$ cat src/rtl/matrix_pkg.sv
// matrix_pkg: shared types and default geometry for the HUB75 scan driver.
package matrix_pkg;

  typedef enum logic [1:0] {
    SHIFT   = 2'd0,
    BLANK   = 2'd1,
    LATCH   = 2'd2,
    UNBLANK = 2'd3
  } state_t;

  localparam int COLS_DEF      = 64;
  localparam int ROW_PAIRS_DEF = 32;

endpackage

$ cat src/rtl/matrix_sm_counter.sv
// counter: free-running modulo-k up-counter with a registered terminal flag.
// rollover is high exactly in the cycle where count == k-1 (k >= 2).
module counter #(
  parameter int n = 3,
  parameter int k = 4
) (
  input  logic         clk,
  input  logic         reset,
  output logic [n-1:0] count,
  output logic         rollover
);

  localparam logic [n-1:0] LAST = n'(k - 1);
  localparam logic [n-1:0] PREV = n'(k - 2);

  // count wraps k-1 -> 0; rollover is registered alongside so both line up
  always_ff @(posedge clk) begin
    if (reset) begin
      count    <= '0;
      rollover <= 1'b0;
    end else if (count == LAST) begin
      count    <= '0;
      rollover <= 1'b0;
    end else begin
      count    <= count + n'(1);
      rollover <= (count == PREV);
    end
  end

endmodule

$ cat src/rtl/matrix_sm.sv
// matrix_sm: HUB75 scan driver, one solid-colour row pair per scan line.
//
// state   | meaning
// SHIFT   | clock COLS columns out, 2 cycles each (phase 0 CLK low + data load, phase 1 CLK high)
// BLANK   | CLK low, panel blanked ahead of the latch
// LATCH   | LAT pulse, address takes the row pointer, row pointer advances
// UNBLANK | 1+HOLD blanked cycles before the next line starts shifting
module matrix_sm
  import matrix_pkg::*;
#(
  parameter int COLS      = COLS_DEF,
  parameter int ROW_PAIRS = ROW_PAIRS_DEF,
  parameter int HOLD      = 0
) (
  input  logic       clock,
  input  logic       reset,
  input  logic [2:0] rgb1,
  input  logic [2:0] rgb2,
  output logic       A,
  output logic       B,
  output logic       C,
  output logic       D,
  output logic       E,
  output logic       R1,
  output logic       G1,
  output logic       B1,
  output logic       R2,
  output logic       G2,
  output logic       B2,
  output logic       CLK,
  output logic       LAT,
  output logic       OE
);

  localparam int CW = $clog2(COLS) + 1;

  state_t        r_state, w_state_nx;
  logic [CW-1:0] w_count;
  logic          w_rollover, w_cnt_rst, w_phase, w_col_unused;
  logic [4:0]    r_row, r_addr;
  logic [7:0]    r_hold;
  logic          r_first;
  logic [2:0]    r_rgb1, r_rgb2;
  logic          r_clk, r_lat, r_oe;

  // The column/phase counter only runs while shifting; it sits at 0 otherwise
  // so every line starts at column 0, phase 0.
  assign w_cnt_rst = reset | (r_state != SHIFT);

  counter #(.n(CW), .k(2 * COLS)) u_col_cnt (
    .clk      (clock),
    .reset    (w_cnt_rst),
    .count    (w_count),
    .rollover (w_rollover)
  );

  assign w_phase      = w_count[0];
  assign w_col_unused = ^w_count[CW-1:1];

  // state register
  always_ff @(posedge clock) begin
    if (reset) r_state <= SHIFT;
    else       r_state <= w_state_nx;
  end

  // next-state decode
  always_comb begin
    w_state_nx = r_state;
    case (r_state)
      SHIFT:   if (w_rollover) w_state_nx = BLANK;
      BLANK:   w_state_nx = LATCH;
      LATCH:   w_state_nx = UNBLANK;
      UNBLANK: if (r_hold == 8'd0) w_state_nx = SHIFT;
      default: w_state_nx = SHIFT;
    endcase
  end

  // registered panel outputs, row pointer and hold down-counter
  always_ff @(posedge clock) begin
    if (reset) begin
      r_row   <= 5'd0;
      r_addr  <= 5'd0;
      r_hold  <= 8'd0;
      r_first <= 1'b1;
      r_rgb1  <= 3'd0;
      r_rgb2  <= 3'd0;
      r_clk   <= 1'b0;
      r_lat   <= 1'b0;
      r_oe    <= 1'b1;
    end else begin
      case (r_state)
        SHIFT: begin
          r_lat <= 1'b0;
          // stays blanked until the first line after reset has been latched
          r_oe  <= r_first;
          r_clk <= w_phase;
          if (!w_phase) begin
            r_rgb1 <= rgb1;
            r_rgb2 <= rgb2;
          end
        end
        BLANK: begin
          r_clk <= 1'b0;
          r_lat <= 1'b0;
          r_oe  <= 1'b1;
        end
        LATCH: begin
          r_lat   <= 1'b1;
          r_oe    <= 1'b1;
          r_addr  <= r_row;
          r_row   <= (r_row == 5'(ROW_PAIRS - 1)) ? 5'd0 : r_row + 5'd1;
          r_hold  <= 8'(HOLD);
          r_first <= 1'b0;
        end
        UNBLANK: begin
          r_lat <= 1'b0;
          r_oe  <= 1'b1;
          if (r_hold != 8'd0) r_hold <= r_hold - 8'd1;
        end
        default: begin
          r_lat <= 1'b0;
          r_oe  <= 1'b1;
        end
      endcase
    end
  end

  assign {E, D, C, B, A} = r_addr;
  assign {R1, G1, B1}    = r_rgb1;
  assign {R2, G2, B2}    = r_rgb2;
  assign CLK             = r_clk;
  assign LAT             = r_lat;
  assign OE              = r_oe;

endmodule

$ cat config.mk
export PLATFORM = sky130hd
export DESIGN_NAME = matrix_sm
export DESIGN_NICKNAME = d
export VERILOG_FILES = /design/src/rtl/matrix_pkg.sv /design/src/rtl/matrix_sm_counter.sv /design/src/rtl/matrix_sm.sv
export SDC_FILE = /design/constraint.sdc
export NUM_CORES = 1
export LEC_CHECK = 0
export ABC_AREA = 1
export BUFFER_PORTS_ARGS = -buffer_cell sky130_fd_sc_hd__buf_2
export CORE_AREA = 4 4 63 59
export DETAILED_ROUTE_END_ITERATION = 8
export DIE_AREA = 0 0 67 63
export GPL_TIMING_DRIVEN = 1
export PLACE_DENSITY = 0.84
export SKIP_CTS_REPAIR_TIMING = 1
export SLEW_MARGIN = 10
export SYNTH_ARGS = -nofsm -noshare
export SYNTH_HDL_FRONTEND = slang
export SYNTH_HIERARCHICAL = 1
export SYNTH_SLANG_ARGS = --single-unit
$ cat constraint.sdc
create_clock -name clock -period 1.8 [get_ports clock]
set_input_delay 0.18 -clock clock [delete_from_list [all_inputs] [get_ports clock]]
set_output_delay 0.18 -clock clock [all_outputs]
set_load 0.005 [all_outputs]
==> summary.txt <==
Run status
  – Status: finished clean

Hold path
  – Hold Startpoint: rgb1[2]
  – Min-Delay Path Class: input pin to flop
  – Hold path cells: 3
  – WHS Endpoint: r_rgb1[2]

Worst setup path
  – Worst EP arrival: 1760 ps
  – Crit Path Class: flop to flop
  – Flop-to-flop setup slack: approximately 270 ps
  – Reg2Reg Depth: 7
  – Required @ worst endpoint: just over 2000 ps
  – R2R Path Start: r_state[0]
  – Critical Path End Type: flop
  – Startpoint types: flop
  – Reg-to-reg endpoint: r_rgb1[1]
  – CP max FO: 8
  – Setup crit start: r_state[0]

Logic synthesis
  – Post-synth cell types: 27
  – #FFs+latches synth: 38
  – Sequential area share after synthesis: 0.455
  – Mean post-synth cell area: approximately 7.9 µm²
  – Post-Syn Area: 1670 µm²
  – Syn nets: 230
  – Cells after Synth: 212
  – Syn. warnings: 6

Finish
  – Fraction of layout cells with a size suffix above 1: 0.192
  – Non-Filler Instances: roughly 280
  – Layout net count: about 260
  – Ant diodes: 0
  – Area Growth Syn to Fin: 13.5%

STA
  – Slew @ Worst Pin: roughly 500 ps
  – Crit share post-route: 0.848
  – # setup viols final: 0
  – RSZ-0062 raised after global routing: false
  – Final worst slack: approximately 270 ps
  – Max-slew headroom at the worst pin: 0.668
  – Final Hold Vio Count: 0
  – Setup tns final: 0 ps
  – Shortest period the worst path allows: approximately 1500 ps
  – Slew Viols, Final: 0
  – Clock Skew: between 15 and 20 ps
  – Hold_ws: roughly 55 ps
  – Max Clock Freq: around 0.66 GHz

Clocking
  – H-tree levels: 2
  – CTS sink cnt: 38
  – CTS max path bufs: 2
  – CTS root buf: clkbuf_4
  – CTS tree: built
  – Clk_lat worst skew: about 350 ps
  – Reg clk slew, reported paths: between 100 and 150 ps
  – CTS Buf Count: 5

Die
  – Die extent in x: about 67 µm
  – Starting density of the core: 0.554
  – I/O pins: 22
  – Die ar.: roughly 4200 µm²
  – Row count: 19
  – Core area: just over 3000 µm²
  – Die Y: about 63 µm

Placed design
  – Post-Place Worst Slack: roughly 290 ps
  – PortBufs: 21
  – Dpl cells: about 270
  – Final RePlAce weighted congestion: approximately 0.83
  – DP HPWL: 2.27 mm

Power and ir drop
  – Power per Cell Area: roughly 1200 nW/µm²
  – LEAKAGE: approximately 0.00084 µW
  – Pwr Total: between 2000 and 2500 µW
  – VDD IR max: approximately 0.0007 V

Routing
  – Final WL: around 3.1 mm
  – Final ANT Viol Nets: 0
  – DR vias/cell: a little under 5
  – Drt pass-1 iters: 4
  – DRT iter0 DRCs: 123
  – DR vias: about 1400
  – Routed length per instance: 11.2 µm
  – DRC errors left: 0

Global route
  – GRT Overall Usage: 0.167
  – Vias in the first global route: between 1000 and 1500
  – First-pass GRT wire length: 5.47 mm
  – Largest net degree at the start of global routing: 20
  – GRT Residual Overflow: 0
  – Initial antenna violation count: 0

Flow run
  – Max-capacitance violation count: 0
## metal layers
layer,up-vias,global-route usage,share of wire
li1,732,-,-
met1,618,0.215,0.48
met2,37,0.242,0.42
met3,10,0.0701,0.073
met4,0,0.0684,0.025
met5,-,0,0
## where the power goes
group	internal (µW)	switching [µW]	total, µW
clock network	288	281	569
registers	972	92.1	1060
logic	218	355	573
## worst max-delay path: stages (launching register included)
cell	delay, ps
dfxtp_1	350
inv_1	120
ha_1	200
inv_1	60
nor2_1	310
inv_1	200
nor2_1	130
nor2_1	50
## state kept, by name, summed over array words and instances (netlist names)
| register | cells |
|---|---|
| CLK | 1 |
| r_state | 2 |
| r_addr | 5 |
| r_rgb2 | 3 |
| r_first | 1 |
| r_hold | 8 |
| u_col_cnt/rollover | 1 |
| u_col_cnt/count | 7 |
| r_rgb1 | 3 |
| OE | 1 |
| LAT | 1 |
| r_row | 5 |
## Yosys cell counts
cell type / count / area [µm²]
nand2_2: 4 / 25.0
xor2_1: 2 / 17.5
o21ai_4: 1 / 16.3
nor3b_1: 1 / 7.51
nand3_1: 14 / 70.1
a21oi_2: 1 / 8.76
buf_2: 1 / 5.00
buf_4: 1 / 7.51
nand4_1: 1 / 6.26
o21bai_1: 1 / 7.51
or2_2: 1 / 6.26
nand2_1: 20 / 75.1
inv_1: 23 / 86.3
nor2_1: 40 / 150
nor3_1: 6 / 30.0
or2_1: 1 / 6.26
nor2_2: 4 / 25.0
o21ai_0: 17 / 85.1
clkbuf_1: 1 / 3.75
nor2_4: 1 / 11.3
xnor2_1: 2 / 17.5
nand2_4: 2 / 22.5
a211oi_1: 1 / 7.51
ha_1: 10 / 125
a21oi_1: 16 / 80.1
dfxtp_1: 38 / 761
inv_2: 2 / 7.51
## kinds of logic (layout without fill, tap and decap cells)
group                    after synthesis  count (layout)  synth area share
AO/OA/AOI/OAI                         37              37             0.123
XOR/XNOR                               4               4            0.0210
buffers and inverters                 28              55            0.0659
adder cells (fa/ha/maj)               10              10            0.0749
flip-flops                            38              38             0.455
AND/OR/NAND/NOR                       95              95             0.260
## final cells by class
type                    instances  area, µm²
fillers                       284       1120
multi-input cells             146        801
flip-flops and latches         38        761
repair buffers                 22        113
inverters                      25       93.8
well taps                      42       52.6
clock inverters                 3       40.0
clock buffers                   5       37.5
## stage by stage
| step | util | cell area [µm²] |
|---|---|---|
| after floorplan | - | 1670 |
| after global placement | 0.603 | 1820 |
| after detailed placement | 0.603 | 1820 |
| after CTS | 0.629 | 1900 |
| after global routing | 0.629 | 1900 |
| final | 0.629 | 1900 |
## placed cells by master (no fill, tap or decap)
| master | n |
|---|---|
| a21oi_1 | 16 |
| xnor2_1 | 2 |
| buf_4 | 1 |
| a21oi_2 | 1 |
| inv_2 | 2 |
| nand3_1 | 14 |
| nand2_2 | 4 |
| bufinv_16 | 1 |
| nor3b_1 | 1 |
| clkbuf_4 | 5 |
| inv_1 | 23 |
| dfxtp_1 | 38 |
| nor3_1 | 6 |
| clkinv_2 | 2 |
| ha_1 | 10 |
| nor2_2 | 4 |
| nor2_1 | 40 |
| buf_2 | 21 |
| nor2_4 | 1 |
| nand2_1 | 20 |
| a211oi_1 | 1 |
| or2_2 | 1 |
| nand2_4 | 2 |
| or2_1 | 1 |
| o21bai_1 | 1 |
| xor2_1 | 2 |
| nand4_1 | 1 |
| o21ai_4 | 1 |
| o21ai_0 | 17 |
## how the worst max path moves through the flow
stage	end	slack [ps]	cells after the start
2_1_floorplan	r_hold[4]	510	9
5_1_grt	r_rgb1[1]	60	7
3_3_place_gp	r_state[0]	360	7
6_report	r_rgb1[1]	270	7
3_5_place_dp	r_rgb1[1]	290	7
4_1_cts	r_rgb1[1]	270	7
(Power assumes the default switching activity.)
